**src/rtl/uart_pkg.sv**
```systemverilog
// Shared state type and sizing helpers for the parametrised UART receiver.
package uart_pkg;

  typedef enum logic [2:0] {
    ST_IDLE      = 3'd0,
    ST_START     = 3'd1,
    ST_DATA      = 3'd2,
    ST_PARITY    = 3'd3,
    ST_STOP      = 3'd4,
    ST_WAIT_IDLE = 3'd5
  } uart_rx_state_t;

  // Majority-vote samples sit one tick either side of the bit-period midpoint.
  localparam int unsigned SAMPLE_EARLY_OFS = 1;
  localparam int unsigned SAMPLE_LATE_OFS  = 1;

  function automatic int unsigned tick_cnt_w(input int unsigned os);
    return $clog2(os);
  endfunction

  function automatic int unsigned bit_cnt_w(input int unsigned db);
    return $clog2(db + 1);
  endfunction

  function automatic int unsigned mid_tick(input int unsigned os);
    return os / 2;
  endfunction

endpackage

```
**src/rtl/uart_rx_sampler.sv**
```systemverilog
// Line synchroniser (preset high) and 3-sample majority voter for uart_receiver_param.
module uart_rx_sampler
  import uart_pkg::*;
#(
  parameter int OVERSAMPLE = 16,
  parameter int TW         = tick_cnt_w(OVERSAMPLE)
) (
  input  logic          clk,
  input  logic          reset,
  input  logic          i_tick,
  input  logic          i_rx,
  input  logic [TW-1:0] i_tick_cnt,
  output logic          o_rx_sync,
  output logic          o_bit
);

  localparam logic [TW-1:0] T_S0 = TW'(mid_tick(OVERSAMPLE) - SAMPLE_EARLY_OFS);
  localparam logic [TW-1:0] T_S1 = TW'(mid_tick(OVERSAMPLE));

  logic r_meta;
  logic r_sync;
  logic r_s0;
  logic r_s1;

  // Two-flop synchroniser for the asynchronous serial line.
  always_ff @(posedge clk or negedge reset) begin
    if (!reset) begin
      r_meta <= 1'b1;
      r_sync <= 1'b1;
    end else begin
      r_meta <= i_rx;
      r_sync <= r_meta;
    end
  end

  // Capture the first two vote samples; the third is the live synchronised line.
  always_ff @(posedge clk or negedge reset) begin
    if (!reset) begin
      r_s0 <= 1'b1;
      r_s1 <= 1'b1;
    end else if (i_tick) begin
      if (i_tick_cnt == T_S0) r_s0 <= r_sync;
      if (i_tick_cnt == T_S1) r_s1 <= r_sync;
    end
  end

  assign o_rx_sync = r_sync;
  assign o_bit     = (r_s0 & r_s1) | (r_s0 & r_sync) | (r_s1 & r_sync);

endmodule

```
**src/rtl/uart_receiver_param.sv**
```systemverilog
// Parametrised UART receiver with valid/ready output register.
// Optional parity bit is built in when UART_RX_PARITY_EN is defined.
module uart_receiver_param
  import uart_pkg::*;
#(
  parameter int DATA_BITS  = 8,
  parameter int OVERSAMPLE = 16,
  parameter int STOP_BITS  = 1,
  parameter int PARITY_ODD = 0
) (
  input  logic                 clk,
  input  logic                 reset,
  input  logic                 baud_rate_signal,
  input  logic                 uart_rx,
  output logic [DATA_BITS-1:0] data,
  output logic                 valid_data,
  input  logic                 data_ready,
  output logic                 framing_error,
  output logic                 parity_error,
  output logic                 overrun,
  output logic                 busy
);

  localparam int TW = tick_cnt_w(OVERSAMPLE);
  localparam int BW = bit_cnt_w(DATA_BITS);
  localparam logic [TW-1:0] T_START_SMP = TW'(mid_tick(OVERSAMPLE) - SAMPLE_EARLY_OFS);
  localparam logic [TW-1:0] T_DECIDE    = TW'(mid_tick(OVERSAMPLE) + SAMPLE_LATE_OFS);
  localparam logic [TW-1:0] T_LAST      = TW'(OVERSAMPLE - 1);
  localparam logic [BW-1:0] B_DATA_END  = BW'(DATA_BITS);
  localparam logic [BW-1:0] B_LAST_STOP = BW'(STOP_BITS - 1);

  uart_rx_state_t       r_state;
  logic [TW-1:0]        r_tick_cnt;
  logic [BW-1:0]        r_bit_cnt;
  logic [DATA_BITS-1:0] r_shift;
  logic                 r_ferr;
  logic                 r_busy;
  logic [DATA_BITS-1:0] r_data;
  logic                 r_valid;
  logic                 r_framing_error;
  logic                 r_parity_error;
  logic                 r_overrun;
  logic                 w_rx_sync;
  logic                 w_bit;
  logic                 w_complete;
  logic                 w_frame_ferr;
  logic                 w_frame_perr;

  uart_rx_sampler #(
    .OVERSAMPLE (OVERSAMPLE),
    .TW         (TW)
  ) u_sampler (
    .clk        (clk),
    .reset      (reset),
    .i_tick     (baud_rate_signal),
    .i_rx       (uart_rx),
    .i_tick_cnt (r_tick_cnt),
    .o_rx_sync  (w_rx_sync),
    .o_bit      (w_bit)
  );

`ifdef UART_RX_PARITY_EN
  logic r_perr;
  assign w_frame_perr = r_perr;
`else
  assign w_frame_perr = 1'b0;
`endif

  // The frame ends on the vote tick of the last stop bit, not at bit end.
  assign w_complete   = baud_rate_signal && (r_state == ST_STOP) &&
                        (r_tick_cnt == T_DECIDE) && (r_bit_cnt == B_LAST_STOP);
  assign w_frame_ferr = r_ferr | ~w_bit;

  // Receive FSM; advances only on baud ticks.
  always_ff @(posedge clk or negedge reset) begin
    if (!reset) begin
      r_state    <= ST_IDLE;
      r_tick_cnt <= '0;
      r_bit_cnt  <= '0;
      r_shift    <= '0;
      r_ferr     <= 1'b0;
      r_busy     <= 1'b0;
`ifdef UART_RX_PARITY_EN
      r_perr     <= 1'b0;
`endif
    end else if (baud_rate_signal) begin
      case (r_state)
        ST_IDLE: begin
          if (!w_rx_sync) begin
            r_state    <= ST_START;
            r_tick_cnt <= '0;
            r_ferr     <= 1'b0;
            r_busy     <= 1'b1;
`ifdef UART_RX_PARITY_EN
            r_perr     <= 1'b0;
`endif
          end
        end
        ST_START: begin
          if ((r_tick_cnt == T_START_SMP) && w_rx_sync) begin
            r_state    <= ST_IDLE;
            r_tick_cnt <= '0;
            r_busy     <= 1'b0;
          end else if (r_tick_cnt == T_LAST) begin
            r_state    <= ST_DATA;
            r_tick_cnt <= '0;
            r_bit_cnt  <= '0;
          end else begin
            r_tick_cnt <= r_tick_cnt + 1'b1;
          end
        end
        ST_DATA: begin
          if (r_tick_cnt == T_DECIDE) begin
            r_shift   <= {w_bit, r_shift[DATA_BITS-1:1]};
            r_bit_cnt <= r_bit_cnt + 1'b1;
          end
          if (r_tick_cnt == T_LAST) begin
            r_tick_cnt <= '0;
            if (r_bit_cnt == B_DATA_END) begin
              r_bit_cnt <= '0;
`ifdef UART_RX_PARITY_EN
              r_state   <= ST_PARITY;
`else
              r_state   <= ST_STOP;
`endif
            end
          end else begin
            r_tick_cnt <= r_tick_cnt + 1'b1;
          end
        end
`ifdef UART_RX_PARITY_EN
        ST_PARITY: begin
          if (r_tick_cnt == T_DECIDE) begin
            r_perr <= w_bit ^ (^r_shift) ^ 1'(PARITY_ODD);
          end
          if (r_tick_cnt == T_LAST) begin
            r_state    <= ST_STOP;
            r_tick_cnt <= '0;
            r_bit_cnt  <= '0;
          end else begin
            r_tick_cnt <= r_tick_cnt + 1'b1;
          end
        end
`endif
        ST_STOP: begin
          if ((r_tick_cnt == T_DECIDE) && (r_bit_cnt == B_LAST_STOP)) begin
            r_tick_cnt <= '0;
            r_bit_cnt  <= '0;
            r_state    <= w_frame_ferr ? ST_WAIT_IDLE : ST_IDLE;
            r_busy     <= w_frame_ferr;
          end else begin
            if (r_tick_cnt == T_DECIDE) r_ferr <= w_frame_ferr;
            if (r_tick_cnt == T_LAST) begin
              r_tick_cnt <= '0;
              r_bit_cnt  <= r_bit_cnt + 1'b1;
            end else begin
              r_tick_cnt <= r_tick_cnt + 1'b1;
            end
          end
        end
        ST_WAIT_IDLE: begin
          if (w_rx_sync) begin
            r_state <= ST_IDLE;
            r_busy  <= 1'b0;
          end
        end
        default: begin
          r_state    <= ST_IDLE;
          r_tick_cnt <= '0;
          r_bit_cnt  <= '0;
          r_busy     <= 1'b0;
        end
      endcase
    end
  end

  // Output register: a completing frame either loads or is dropped as overrun.
  always_ff @(posedge clk or negedge reset) begin
    if (!reset) begin
      r_data          <= '0;
      r_valid         <= 1'b0;
      r_framing_error <= 1'b0;
      r_parity_error  <= 1'b0;
      r_overrun       <= 1'b0;
    end else begin
      r_overrun <= 1'b0;
      if (w_complete) begin
        if (!r_valid || data_ready) begin
          r_data          <= r_shift;
          r_framing_error <= w_frame_ferr;
          r_parity_error  <= w_frame_perr;
          r_valid         <= 1'b1;
        end else begin
          r_overrun <= 1'b1;
        end
      end else if (r_valid && data_ready) begin
        r_valid <= 1'b0;
      end
    end
  end

  assign data          = r_data;
  assign valid_data    = r_valid;
  assign framing_error = r_framing_error;
  assign parity_error  = r_parity_error;
  assign overrun       = r_overrun;
  assign busy          = r_busy;

endmodule

```
**config.mk**
```make
export PLATFORM = sky130hd
export DESIGN_NAME = uart_receiver_param
export DESIGN_NICKNAME = d
export VERILOG_FILES = /design/src/rtl/uart_pkg.sv /design/src/rtl/uart_rx_sampler.sv /design/src/rtl/uart_receiver_param.sv
export SDC_FILE = /design/constraint.sdc
export NUM_CORES = 1
export LEC_CHECK = 0
export CORE_MARGIN = 1
export CORE_UTILIZATION = 56
export DETAILED_ROUTE_END_ITERATION = 12
export PLACE_DENSITY = 0.76
export SLEW_MARGIN = 10
export SYNTH_ARGS = -nofsm -noshare
export SYNTH_HDL_FRONTEND = slang
export SYNTH_SLANG_ARGS = --single-unit
```
**constraint.sdc**
```tcl
create_clock -name clk -period 2.7 [get_ports clk]
set_input_delay 0.405 -clock clk [delete_from_list [all_inputs] [get_ports clk]]
set_output_delay 0.405 -clock clk [all_outputs]
set_load 0.1 [all_outputs]
```
**After elaboration in Yosys (flattened, before gate mapping)**

Index checks and enable logic that the tools add are counted.

- Flip-flop bits (word level): 36
- Logic and storage cells: 107
- Input port bits: 5

- Add/sub/neg operators: 2
- Multiplexer cells: 36
- Bitwise logic cells: 10
- Equality and inequality tests: 22
- Reductions and logical operators: 23

Operator list:

| cell | count |
|---|---|
| 4-bit two-way mux | 11 |
| 3-bit two-way mux | 8 |
| 4-bit one-hot mux with 5 select lines | 1 |
| 4-bit == test (second input constant) | 4 |
| 4-bit one-hot mux with 4 select lines | 1 |
| 3-bit one-hot mux with 5 select lines | 1 |
| 2-bit != test (second input constant) | 7 |
| 1-bit two-way mux | 12 |
| 5-bit AND reduction | 2 |
| 4-bit by 1-bit adder with 4-bit output (second input constant) | 2 |
| 2-bit by 1-bit != test with 1-bit output (second input constant) | 4 |
| 2-bit AND reduction | 4 |
| 7-bit AND reduction | 1 |
| 3-bit == test (second input constant) | 2 |
| 1-bit logical AND | 6 |
| 3-bit AND reduction | 2 |
| 6-bit AND reduction | 1 |
| 1-bit one-hot mux with 5 select lines | 1 |
| 4-bit by 3-bit == test with 1-bit output (second input constant) | 1 |
| 4-bit logical NOT | 1 |
| 1-bit NOT | 4 |
| 2-bit nonzero test | 2 |
| 1-bit AND | 3 |
| 3-bit by 1-bit == test with 1-bit output (second input constant) | 1 |
| 9 further kinds | 11 |

**Logic depth before layout (Yosys ltp)**

Gate-level depths: netlist of run 1.

- Depth in word-level cells: 8
- Depth in mapped cells: 8
- Depth with buffers taken out: 7

**Cells and area by module**

From an unflattened synthesis of run 1, not the netlist that was laid out.

- Cell total of the unflattened synthesis: 167
- Area total of the unflattened synthesis: 1856.8 um2

Modules (own cells, without submodules):

| module | cells an instance | instances | area an instance (um2) |
|---|---|---|---|
| uart_receiver_param | 156 | 1 | 1684.1 |
| uart_rx_sampler | 11 | 1 | 172.7 |

**Worst setup path before layout of run 1**

No wires, ideal clock.

- Path type: register to register
- From: reg r_bit_cnt[0]
- To: reg r_data[0], in the netlist data[0]
- Path slack: 0.747 ns
- Path buffers: 1
- Arrival time: 1.828 ns
- Setup time: 0.125 ns
- Data required time: 2.575 ns
- Stages on the path, launching flop included: 9
- Period minus slack after synthesis: 1.953 ns
- Path through: dfrtp_1 -> inv_1 -> ha_1 -> or3b_4 -> nor2_2 -> nand4_1 -> nor2b_1 -> buf_4 -> mux2_2

- Word-level cells in the longest chain between the ends: 3

Ends and longest elaborated chain:

| what | line | source |
|---|---|---|
| start, declared | uart_receiver_param.sv:34 | `logic [BW-1:0] r_bit_cnt;` |
| start signal, assigned | uart_receiver_param.sv:115 | `r_bit_cnt <= r_bit_cnt + 1'b1;` |
| start signal, assigned | uart_receiver_param.sv:155 | `r_bit_cnt <= r_bit_cnt + 1'b1;` |
| 4-bit logical NOT | uart_receiver_param.sv:71 | `(r_tick_cnt == T_DECIDE) && (r_bit_cnt == B_LAST_STOP);` |
| 1-bit logical AND | uart_receiver_param.sv:71 |  |
| 2-bit AND reduction (no line) | - |  |
| end signal, assigned | uart_receiver_param.sv:189 | `r_data <= r_shift;` |
| end, declared | uart_receiver_param.sv:38 | `logic [DATA_BITS-1:0] r_data;` |

No other way between the ends.
A chain may end at the register's enable or synchronous reset.

**Worst setup path in the final report of run 1**

- From: reg r_bit_cnt[0]
- To: reg r_state[1]

- Word-level cells in the longest chain between the ends: 4
- Elaborated cells on any way between the ends: 6
- Classes of those cells: eq/ne (3); reduce/logical (3)

Ends and longest elaborated chain:

| what | line | source |
|---|---|---|
| 4-bit logical NOT | uart_receiver_param.sv:146 | `if ((r_tick_cnt == T_DECIDE) && (r_bit_cnt == B_LAST_STOP)) begin` |
| 1-bit logical AND | uart_receiver_param.sv:146 |  |
| 2-bit by 1-bit != test with 1-bit output (no line) | - |  |
| 7-bit AND reduction (no line) * | - |  |
| end signal, assigned | uart_receiver_param.sv:149 | `r_state <= w_frame_ferr ? ST_WAIT_IDLE : ST_IDLE;` |
| end, declared | uart_receiver_param.sv:32 | `uart_rx_state_t r_state;` |

Mark *: on every way between the ends. The rest lies on a longest branch, timed or not.

==> summary.txt, run 1 <==
==================================================================================================
Routability congestion estimate from global placement                                        0.901
Final critical-path required period                                                        2.17 ns
Post-CTS Hold Fix Bufs                                                                           0
Start point of the worst min-delay path                                               u_sampler.r_meta
Number of buffers and inverters on the critical path                                             1
Static leakage                                                                             1.03 nW
Library cell contributing the largest single delay on the critical path               sky130_fd_sc_hd__dfrtp_1
Clock H-tree levels                                                                              2
Ranking of synthesized cells by area                                                  sky130_fd_sc_hd__dfrtp_1 42%, sky130_fd_sc_hd__mux2_2 11%, sky130_fd_sc_hd__dfstp_2 5.5%
Number of antenna repair diodes                                                                  0
Buffer depth of the longest clock path                                                           2
Critical path startpoint category                                                             flop
Number of vias after detailed routing                                                         1314
Ports                                                                                           18
Overall routing resource usage                                                               21.9%
Maximum net fanout on the critical path                                                          5
Worst clock skew                                                                        0.00705 ns
Area inside the core boundary                                                         0.00315 mm^2
Warning count from the yosys run                                                                 0
Largest net degree at the start of global routing                                               37
Clock transition time at the flip-flop clock pins of the worst setup and hold paths        0.11 ns
Clock Sinks                                                                                     36
Cell count after synthesis                                                                     166
Clock latency on the worst-skew pair                                                       0.34 ns
RSZ-0062 raised after global routing                                                            no
Initial standard-cell utilization of the core                                                60.9%
Fraction of layout cells with a size suffix above 1                                          31.9%
Sequential share of the synthesized area                                                     47.2%
Pre-antenna DRT Iters                                                                            4
Layout-stage area growth over the synthesis result                                           11.6%
CP cell instances                                                                     inv_1, ha_1, or3b_4, o211ai_2, nand2_1, nor2_1, mux2_1
Register bit total from synthesis                                                               36
Startpoint of the lowest-slack register-to-register path                              r_bit_cnt[0]
Kind of capture point of the worst setup path                                                 flop
Fin Setup TNS                                                                                 0 ns
Final cell area excluding filler cells                                                0.00214 mm^2
Longest individual stage delay on the worst path                                           0.44 ns
Number of library cell types mapped by synthesis                                                54
Post-synthesis average cell area                                                         11.6 um^2
Average routed wire per standard cell                                                      15.3 um
Share of the synthesized area in the top cell type                                           41.7%
Critical path type                                                                    flop to flop
Width of the chip                                                                          60.5 um
Family of cells with the greatest summed delay on the critical path                   simple AND/OR/NAND/NOR gates
Count of cells resized by post-cts repair                                                        0
Final period util                                                                            80.5%
Result of the run                                                                     complete, no violations
Number of synthesized flops with an enable pin                                                   0
Placed Instance Area                                                                  0.00207 mm^2
Async S/R FF share, synth                                                                     100%
Post-CTS setup-driven buffer insertion count                                                     0
Largest area contributor in the synthesized netlist                                   sky130_fd_sc_hd__dfrtp_1
Top cells by count, synth                                                             32 x sky130_fd_sc_hd__dfrtp_1, 18 x sky130_fd_sc_hd__mux2_2, 12 x sky130_fd_sc_hd__nor2_1, 8 x sky130_fd_sc_hd__inv_1, 7 x sky130_fd_sc_hd__nand2_1
Total gr overflow                                                                                0
Final #Nets                                                                                    194
Library cell used as clock root buffer                                                sky130_fd_sc_hd__clkbuf_4
Cell area after technology mapping                                                    0.00192 mm^2
Final routed DRC violation total                                                                 0
Via count of the first global-routing pass                                                    1302
Remaining max-slew budget at the tightest pin                                                61.3%
1st-iter DRT viols                                                                              29
Start point of the critical path                                                      r_bit_cnt[0]
Fin. Hold Viols                                                                                  0
Path category of the worst min-delay check                                            flop to flop
Die Y-Extent                                                                               60.5 um
Setup-failing EPs final                                                                          0
Most repeated cell in the gate-level netlist after synthesis                          sky130_fd_sc_hd__dfrtp_1
Slew at the pin with the worst max-slew slack                                             0.580 ns
Max-slew violation count                                                                         0
Total number of placement rows                                                                  20
Routed via count divided by cell count                                                        5.74
Total power density per cell area                                                      681 mW/mm^2
# Max-Cap Violations                                                                             0
Initial antenna violation count                                                                  0
Endpoint arrival time on the critical path                                                 2.41 ns
Number of nets produced by synthesis                                                           176
Post-synth top flop                                                                   sky130_fd_sc_hd__dfrtp_1
Area enclosed by the die boundary                                                     0.00367 mm^2
Port bufs                                                                                       16
Dpl hpwl                                                                                   2590 um
Max VDD drop                                                                              0.379 mV
Global-route wire length before repair                                                     5620 um
Register-to-register path setup slack                                                      0.53 ns
FMAX                                                                                     0.460 GHz
Post-route antenna net violation count                                                           0
Required time of the critical path                                                         2.93 ns
Clock tree from TritonCTS                                                                     done
Total detailed-routing wirelength                                                          3510 um
Cts bufs inserted                                                                                5
==================================================================================================
layer usage:
layer / global-route usage, % / vias up / wire length (um)
met3: 6.61 / 6 / 122
li1: - / 629 / -
met4: 12.3 / 0 / 59
met5: 0 / - / 0
met2: 39.1 / 25 / 1770
met1: 22.8 / 654 / 1560
state kept, by name, indices dropped and copies added (netlist names):
name,count
data,8
r_shift,8
r_bit_cnt,4
r_tick_cnt,4
r_state,3
busy,1
framing_error,1
overrun,1
r_ferr,1
u_sampler.o_rx_sync,1
u_sampler.r_meta,1
u_sampler.r_s0,1
u_sampler.r_s1,1
valid_data,1
path summary, 6_finish.rpt:
| kind | endpoint | depth (start not counted) |
|---|---|---|
| min reg2reg | u_sampler.o_rx_sync | 0 |
| min in group asynchronous | r_state[2] | 2 |
| max reg2reg | r_state[1] | 7 |
| max | r_state[1] | 7 |
| max in group asynchronous | u_sampler.o_rx_sync | 2 |
| min | u_sampler.o_rx_sync | 0 |
stage by stage:
step / utilization [%] / hold WS (ns) / setup slack, ns / power [mW] / cells
6_report: 67.9 / 0.368 / 0.527 / 1.46 / 229
3_3_place_gp: 65.5 / 0.346 / 0.626 / 1.08 / 221
5_1_grt: 67.9 / 0.374 / 0.393 / 1.54 / 229
2_1_floorplan: - / 0.109 / 0.747 / 1.01 / 166
4_1_cts: 67.9 / 0.370 / 0.524 / 1.48 / 229
3_5_place_dp: 65.5 / 0.354 / 0.561 / 1.10 / 221
kinds of logic after synthesis:
family	Yosys count	share of synthesized area (%)
AOI/OAI and AO/OA	35	15.5
adders and majority gates	6	3.78
buffers and inverters	17	4.95
DFF	36	47.2
muxes	21	12.2
other	1	0.195
and+or+nand+nor	50	16.2
power by group:
| group | switching, mW | total, mW | internal, mW |
|---|---|---|---|
| registers | 0.0742 | 0.676 | 0.602 |
| logic | 0.245 | 0.414 | 0.169 |
| clock network | 0.174 | 0.368 | 0.194 |
| total | 0.494 | 1.46 | 0.966 |
final cells by class:
class / count / area (um^2)
Fill cell: 252 / 1010
Multi-Input combinational cell: 113 / 918
Sequential cell: 36 / 906
Timing Repair Buffer: 19 / 153
Tap cell: 44 / 55.1
Clock buffer: 6 / 41.3
Clock inverter: 2 / 35.0
Inverter: 9 / 33.8
layout by cell type (no fill, tap or decap), types with 2 or more instances in the layout:
master                            instances
sky130_fd_sc_hd__clkbuf_4                 5
sky130_fd_sc_hd__o21ai_0                  4
sky130_fd_sc_hd__nand3_1                  6
sky130_fd_sc_hd__a211o_2                  2
sky130_fd_sc_hd__inv_1                    8
sky130_fd_sc_hd__nand2b_1                 4
sky130_fd_sc_hd__ha_1                     5
sky130_fd_sc_hd__a22o_1                   2
sky130_fd_sc_hd__o22a_1                   2
sky130_fd_sc_hd__dfrtp_1                 32
sky130_fd_sc_hd__mux2_2                  18
sky130_fd_sc_hd__and3b_2                  3
sky130_fd_sc_hd__nor3_1                   2
sky130_fd_sc_hd__clkdlybuf4s50_1          4
sky130_fd_sc_hd__mux2i_1                  2
sky130_fd_sc_hd__dfstp_2                  4
sky130_fd_sc_hd__o21a_1                   4
sky130_fd_sc_hd__a21o_1                   3
sky130_fd_sc_hd__buf_4                   15
sky130_fd_sc_hd__nor2b_1                  2
sky130_fd_sc_hd__a21oi_1                  3
sky130_fd_sc_hd__o31ai_1                  6
sky130_fd_sc_hd__nand2_1                  7
sky130_fd_sc_hd__nor2_1                  12
Power figures use the tool's default switching activity.
==> run 2, diff against run 1 <==
--- a/config.mk
+++ b/config.mk
@@ -6,9 +6,9 @@
 export NUM_CORES = 1
 export LEC_CHECK = 0
 export CORE_MARGIN = 1
-export CORE_UTILIZATION = 56
+export CORE_UTILIZATION = 51
 export DETAILED_ROUTE_END_ITERATION = 12
-export PLACE_DENSITY = 0.76
+export PLACE_DENSITY = 0.73
 export SLEW_MARGIN = 10
 export SYNTH_ARGS = -nofsm -noshare
 export SYNTH_HDL_FRONTEND = slang
==> constraint.sdc (replaced) <==
create_clock -name clk -period 1.95 [get_ports clk]
set_input_delay 0.2925 -clock clk [delete_from_list [all_inputs] [get_ports clk]]
set_output_delay 0.2925 -clock clk [all_outputs]
set_load 0.1 [all_outputs]
==> run 2 against run 1 <==
  * The flow now finishes with violations (negative setup slack)
  * Utilization increased by 2.0 points
  * Flip-flop and latch count unchanged
  * Die area increased by 9.5%
  * Register-to-register slack got worse by 0.65 ns
  * Total power increased by 55%
  * Clock skew decreased by 0.0033 ns
  * First-iteration DRC count increased to 2.6 times the previous value
  * Worst hold slack got worse by 0.0061 ns
  * Global-route usage decreased by 0.33 points
  * Critical path depth increased by 1
  * Sequential share of layout area decreased by 5.0 points
  * Fmax increased by 4.9%
  * Critical path type unchanged
  * Largest power group unchanged
  * Highest routed layer unchanged
==> summary.txt, run 2 (synthesis results as in run 1) <==
==================================================================================================
RSZ-0062 raised after global routing                                                           yes
Initial standard-cell utilization of the core                                                55.3%   -5.5 points
Post-route worst setup slack                                                             -0.122 ns   -0.649 ns
Number of antenna repair diodes                                                                  0   unchanged
Register-to-register path setup slack                                                     -0.12 ns   -0.65 ns
Fin. Hold Viols                                                                                  0   unchanged
Layout-stage area growth over the synthesis result                                           26.5%
Total power density per cell area                                                      931 mW/mm^2   +37%
Clock latency on the worst-skew pair                                                       0.29 ns   -0.05 ns
CP cell instances                                                                     inv_1, ha_2, or3b_4, buf_6, o211ai_4, o211a_1, nor2_1, a211o_2
Final routed DRC violation total                                                                 0   unchanged
Most frequent cells in the layout                                                     35 x sky130_fd_sc_hd__buf_4, 32 x sky130_fd_sc_hd__dfrtp_1, 18 x sky130_fd_sc_hd__mux2_2
Max VDD drop                                                                              0.776 mV   +100%
Critical path type                                                                    flop to flop
Post-route antenna net violation count                                                           0   unchanged
Path category of the worst min-delay check                                            flop to flop
Dpl hpwl                                                                                   2710 um   +4.9%
Static leakage                                                                             1.16 nW   +13%
Routed via count divided by cell count                                                        5.71   -0.44%
Clock H-tree levels                                                                              2   unchanged
Post-CTS Hold Fix Bufs                                                                           0   unchanged
Max-slew violation count                                                                         0   unchanged
Number of buffers and inverters on the critical path                                             2   +1
Ports                                                                                           18   unchanged
Result of the run                                                                     finished with violations
Clock Sinks                                                                                     36   unchanged
Width of the chip                                                                          63.3 um   +4.6%
Library cell contributing the largest single delay on the critical path               sky130_fd_sc_hd__or3b_4
Maximum net fanout on the critical path                                                          3   -2
Cts bufs inserted                                                                                5   unchanged
Initial antenna violation count                                                                  0   unchanged
Worst clock skew                                                                        0.00373 ns   -0.00332 ns
Total gr overflow                                                                                0   unchanged
Setup slack at placement                                                                 -0.105 ns   -0.666 ns
Buffer depth of the longest clock path                                                           2   unchanged
Required time of the critical path                                                         2.13 ns   -0.80 ns
Clock tree from TritonCTS                                                                     done
Average routed wire per standard cell                                                      15.7 um   +2.6%
# Max-Cap Violations                                                                             0   unchanged
Most frequent standard cell in the layout excluding fill and tap cells                sky130_fd_sc_hd__buf_4
Total detailed-routing wirelength                                                          4000 um   +14%
Via count of the first global-routing pass                                                    1442   +11%
Library cell used as clock root buffer                                                sky130_fd_sc_hd__clkbuf_8
Global-route wire length before repair                                                     6480 um   +15%
Family of cells with the greatest summed delay on the critical path                   compound AO/OA/AOI/OAI gates
Pre-antenna DRT Iters                                                                            4   unchanged
Overall routing resource usage                                                               21.6%   -0.33 points
Placed Instance Area                                                                  0.00219 mm^2   +5.9%
Final #Nets                                                                                    217   +12%
Area inside the core boundary                                                         0.00347 mm^2   +10%
Area enclosed by the die boundary                                                     0.00401 mm^2   +9.5%
Violations in the final reports                                                       negative setup slack
Die Y-Extent                                                                               63.3 um   +4.6%
1st-iter DRT viols                                                                              75   +160%
Number of fill cells in the layout                                                             255   +1.2%
Number of vias after detailed routing                                                         1451   +10%
Setup-failing EPs final                                                                         15   +15
Final core utilization                                                                       70.0%   +2.0 points
Final critical-path required period                                                        2.07 ns   -0.101 ns
Routability congestion estimate from global placement                                        0.899   -0.24%
Kind of capture point of the worst setup path                                                 flop
FMAX                                                                                     0.483 GHz   +4.9%
Total number of placement rows                                                                  21   +5.0%
Largest net degree at the start of global routing                                               37   unchanged
Final period util                                                                             106%   +26 points
Longest individual stage delay on the worst path                                           0.39 ns   -0.05 ns
Fraction of layout cells with a size suffix above 1                                          43.8%   +12 points
Final Total Pwr                                                                            2.26 mW   +55%
Clock transition time at the flip-flop clock pins of the worst setup and hold paths        0.07 ns   -0.04 ns
Critical path startpoint category                                                             flop
Endpoint arrival time on the critical path                                                 2.25 ns   -0.16 ns
Final cell area excluding filler cells                                                0.00243 mm^2   +13%
Port bufs                                                                                       16   unchanged
==================================================================================================
run 2: cell types whose count changed in the layout (fill, tap and decap cells not counted), moves of 2 or more:
cell and delta:
sky130_fd_sc_hd__buf_6 +3, sky130_fd_sc_hd__buf_4 +20, sky130_fd_sc_hd__o31ai_1 -2, sky130_fd_sc_hd__clkbuf_8 +5, sky130_fd_sc_hd__o31ai_2 +2, sky130_fd_sc_hd__ha_1 -2, sky130_fd_sc_hd__clkbuf_4 -5, sky130_fd_sc_hd__ha_2 +2
run 2: worst paths after layout:
path                                       end        startpoint  cells after the start
min in group asynchronous              data[5]             reset                      2
max in group asynchronous  u_sampler.o_rx_sync             reset                      2
max reg2reg                      r_tick_cnt[3]      r_bit_cnt[1]                      8
min                        u_sampler.o_rx_sync  u_sampler.r_meta                      0
max                              r_tick_cnt[3]      r_bit_cnt[1]                      8
min reg2reg                u_sampler.o_rx_sync  u_sampler.r_meta                      0
run 2: per-layer routing:
| layer | vias up | track usage [%] | wire length, um |
|---|---|---|---|
| met5 | - | 0 | 0 |
| met4 | 0 | 11.6 | 102 |
| met3 | 10 | 5.80 | 160 |
| met2 | 44 | 36.6 | 2070 |
| met1 | 722 | 24.4 | 1670 |
| li1 | 675 | - | - |
run 2: layout make-up:
cell class,count,area (um^2),area share [%]
clock inverter,2,35.0,1.44
sequential,36,906,37.3
multi-input combinational,113,986,40.6
tap,46,57.6,2.37
timing repair buffer,42,337,13.9
clock buffer,6,72.6,2.99
inverter,9,33.8,1.39
run 2: repair_timing:
action / in CTS / in global routing
pin swaps: 8 / 7
cloned: 0 / 0
buffers inserted: 4 / 3
gates resized for setup: 9 / 8
endpoints found under the setup margin: 17 / 28
run 2: report_power, final:
group | internal, mW | switching [mW]
Sequential | 0.835 | 0.100
Clock | 0.379 | 0.258
Combinational | 0.299 | 0.390
run 2: metrics by stage:
stage          std cells  hold WS [ns]  setup TNS, ns
6_report             254         0.362         -0.783
5_1_grt              254         0.368          -2.28
4_1_cts              251         0.365         -0.618
3_5_place_dp         239         0.355         -0.340
3_3_place_gp         239         0.346        -0.0828
2_1_floorplan        166      -0.00309              0
==> run 3, diff against run 2 <==
==> constraint.sdc (replaced) <==
create_clock -name clk -period 1.71 [get_ports clk]
set_input_delay 0.2565 -clock clk [delete_from_list [all_inputs] [get_ports clk]]
set_output_delay 0.2565 -clock clk [all_outputs]
set_load 0.1 [all_outputs]
==> run 3 against run 2 <==
  * Combinational power grew 58%
  * Via count grew 6.5%
  * Final cell count grew 7.5%
  * Critical path type unchanged
  * Critical endpoint is now data[7]
  * Sequential power grew 13%
  * Total power grew 29%
  * The flow still finishes with violations (negative setup slack)
  * Critical path depth is the same
  * Worst setup slack lost 0.29 ns
  * Final area grew 14%
==> summary.txt, run 3 (synthesis results as in run 1) <==
==================================================================================================
Buffer depth of the longest clock path                                                           2   unchanged
Longest individual stage delay on the worst path                                           0.42 ns   +0.03 ns
Endpoint arrival time on the critical path                                                 2.30 ns   +0.05 ns
Dpl hpwl                                                                                   2940 um   +8.5%
Path category of the worst min-delay check                                            flop to flop
Register-to-register path setup slack                                                     -0.41 ns   -0.29 ns
Switching share of total power                                                               33.6%   +0.48 points
Net load switching power                                                                  0.976 mW   +30%
Average routed wire per standard cell                                                      17.4 um   +10%
Worst clock skew                                                                        0.00692 ns   +0.00319 ns
Static leakage                                                                             1.31 nW   +13%
Most frequent cells in the layout                                                     40 x sky130_fd_sc_hd__buf_4, 31 x sky130_fd_sc_hd__dfrtp_1, 15 x sky130_fd_sc_hd__mux2_2
Clock Sinks                                                                                     36   unchanged
Final core utilization                                                                       79.9%   +9.9 points
Final #Nets                                                                                    236   +8.8%
Largest net degree at the start of global routing                                               37   unchanged
Routability congestion estimate from global placement                                        0.909   +1.1%
Violations in the final reports                                                       negative setup slack
FMAX                                                                                     0.472 GHz   -2.3%
Max VDD drop                                                                              0.884 mV   +14%
Total placed cells including tap cells                                                         257   +7.5%
# Max-Cap Violations                                                                             0   unchanged
Total number of placement rows                                                                  21   unchanged
RSZ-0062 raised after global routing                                                           yes
Ports                                                                                           18   unchanged
Clock H-tree levels                                                                              2   unchanged
Total detailed-routing wirelength                                                          4750 um   +19%
Fraction of layout cells with a size suffix above 1                                          50.2%   +6.5 points
Initial standard-cell utilization of the core                                                55.3%   unchanged
Max-slew violation count                                                                         0   unchanged
Pre-antenna DRT Iters                                                                            4   unchanged
Number of standard cells in the final layout excluding fillers                                 273   +7.5%
Worst R2R Path Depth                                                                             8   unchanged
Number of antenna repair diodes                                                                  0   unchanged
Clock transition time at the flip-flop clock pins of the worst setup and hold paths        0.07 ns   about the same
Setup slack at placement                                                                 -0.282 ns   -0.177 ns
Clock latency on the worst-skew pair                                                       0.30 ns   about the same
Die Y-Extent                                                                               63.3 um   unchanged
Final period util                                                                             124%   +18 points
Library cell contributing the largest single delay on the critical path               sky130_fd_sc_hd__or3b_4
Port bufs                                                                                       16   unchanged
Most frequent standard cell in the layout excluding fill and tap cells                sky130_fd_sc_hd__buf_4
Final critical-path required period                                                        2.12 ns   +0.0490 ns
Critical path type                                                                    flop to flop
Total gr overflow                                                                                0   unchanged
Maximum net fanout on the critical path                                                          4   +1
Start point of the worst min-delay path                                               u_sampler.r_meta
Number of fill cells in the layout                                                             196   -23%
Overall routing resource usage                                                               24.3%   +2.8 points
Worst hold path depth                                                                            0   unchanged
Final routed DRC violation total                                                                 0   unchanged
Total power density per cell area                                                     1050 mW/mm^2   +13%
Library cell used as clock root buffer                                                sky130_fd_sc_hd__clkbuf_8
1st-iter DRT viols                                                                              70   -6.7%
Portion of total power attributed to sequential cells                                        36.6%   -4.8 points
Final Total Pwr                                                                            2.91 mW   +29%
Post-route antenna net violation count                                                           0   unchanged
CP cell instances                                                                     inv_1, ha_1, or3b_4, nor2_4, nand4_1, nor2b_2, buf_4, mux2_2
Result of the run                                                                     finished with violations
Clock tree from TritonCTS                                                                     done
Hold WS                                                                                   0.361 ns   -0.00139 ns
Layout-stage area growth over the synthesis result                                           44.3%
Area inside the core boundary                                                         0.00347 mm^2   unchanged
Number of vias after detailed routing                                                         1545   +6.5%
Pint                                                                                       1.93 mW   +28%
Capture point of the worst reg-to-reg path                                                 data[7]
Post-route worst setup slack                                                             -0.411 ns   -0.289 ns
Fin. Hold Viols                                                                                  0   unchanged
Cts bufs inserted                                                                                5   unchanged
Critical path startpoint category                                                             flop
Combinational cell fraction of total power                                                   37.4%   +6.9 points
Routed via count divided by cell count                                                        5.66   -0.93%
Via count of the first global-routing pass                                                    1531   +6.2%
Initial antenna violation count                                                                  0   unchanged
Worst Hold Path EP                                                                    u_sampler.o_rx_sync
Fraction of power consumed by the clock network                                              26.0%   -2.2 points
Kind of capture point of the worst setup path                                                 flop
Width of the chip                                                                          63.3 um   unchanged
Setup-failing EPs final                                                                         30   +15
Startpoint of the lowest-slack register-to-register path                              r_bit_cnt[0]
Area enclosed by the die boundary                                                     0.00401 mm^2   unchanged
Global-route wire length before repair                                                     7350 um   +13%
Required time of the critical path                                                         1.89 ns   -0.24 ns
==================================================================================================
-- run 3: changes by cell type in the layout (fill, tap and decap cells not counted), moves of 2 or more --
cell and delta:
sky130_fd_sc_hd__ha_2 -2, sky130_fd_sc_hd__buf_6 +2, sky130_fd_sc_hd__o21ai_0 -3, sky130_fd_sc_hd__mux2_2 -3
sky130_fd_sc_hd__o21ai_1 +3, sky130_fd_sc_hd__ha_4 +2, sky130_fd_sc_hd__buf_4 +5, sky130_fd_sc_hd__mux2_4 +2
sky130_fd_sc_hd__buf_12 +12
-- run 3: layout make-up --
type	count	area, um^2	area share (%)
clock inverters	3	42.5	1.54
repair buffers	61	637	23.0
multi-input cells	113	1020	36.9
flip-flops and latches	36	907	32.7
clock buffers	5	68.8	2.48
inverters	9	36.3	1.31
well taps	46	57.6	2.08
-- run 3: worst max-delay path by stage --
| stage | from | to | slack [ns] | cells past startpoint |
|---|---|---|---|---|
| floorplan | r_bit_cnt[0] | data[0] | -0.23 | 8 |
| global placement | r_tick_cnt[1] | r_tick_cnt[3] | -0.24 | 8 |
| detailed placement | r_bit_cnt[1] | data[0] | -0.28 | 8 |
| CTS | r_bit_cnt[1] | data[6] | -0.31 | 8 |
| global route | r_bit_cnt[0] | data[2] | -0.47 | 8 |
| finish | r_bit_cnt[0] | data[7] | -0.41 | 8 |
-- run 3: per-layer routing --
layer | routed length, um | up-vias | track usage, %
met2 | 2470 | 55 | 42.6
met5 | 0 | - | 0
li1 | - | 713 | -
met1 | 1860 | 760 | 28.4
met4 | 165 | 0 | 9.94
met3 | 252 | 17 | 5.62
-- run 3: power groups by stage --
stage | Clock (mW) | Sequential [mW] | Combinational (mW)
floorplan | 0 | 1.12 | 0.479
global placement | 0 | 1.05 | 0.886
detailed placement | 0 | 1.06 | 0.913
CTS | 0.755 | 1.06 | 1.01
global route | 0.796 | 1.07 | 1.15
finish | 0.754 | 1.06 | 1.09
-- run 3: stage by stage --
| step | TNS [ns] | instance area [um^2] |
|---|---|---|
| 2_1_floorplan | -2.93 | 1920 |
| 3_5_place_dp | -5.47 | 2480 |
| 3_3_place_gp | -4.24 | 2480 |
| 4_1_cts | -5.69 | 2680 |
| 5_1_grt | -9.86 | 2770 |
| 6_report | -8.12 | 2770 |
-- run 3: timing repair --
item / CTS / global route
endpoints found under the setup margin: 29 / 30
hold buffers: 0 / 0
gates resized for setup: 16 / 15
gates cloned: 0 / 1
hold endpoints to repair: 0 / 0
pin swaps: 2 / 5
setup buffers: 3 / 4
-- run 3: worst max-delay path, delay by kind of cell, from the launching register on --
kind          cells  cell delay, ns
mux               1            0.33
buf+inv           2            0.25
flops             1            0.40
fa+ha+maj         1            0.17
simple gates      4            0.86
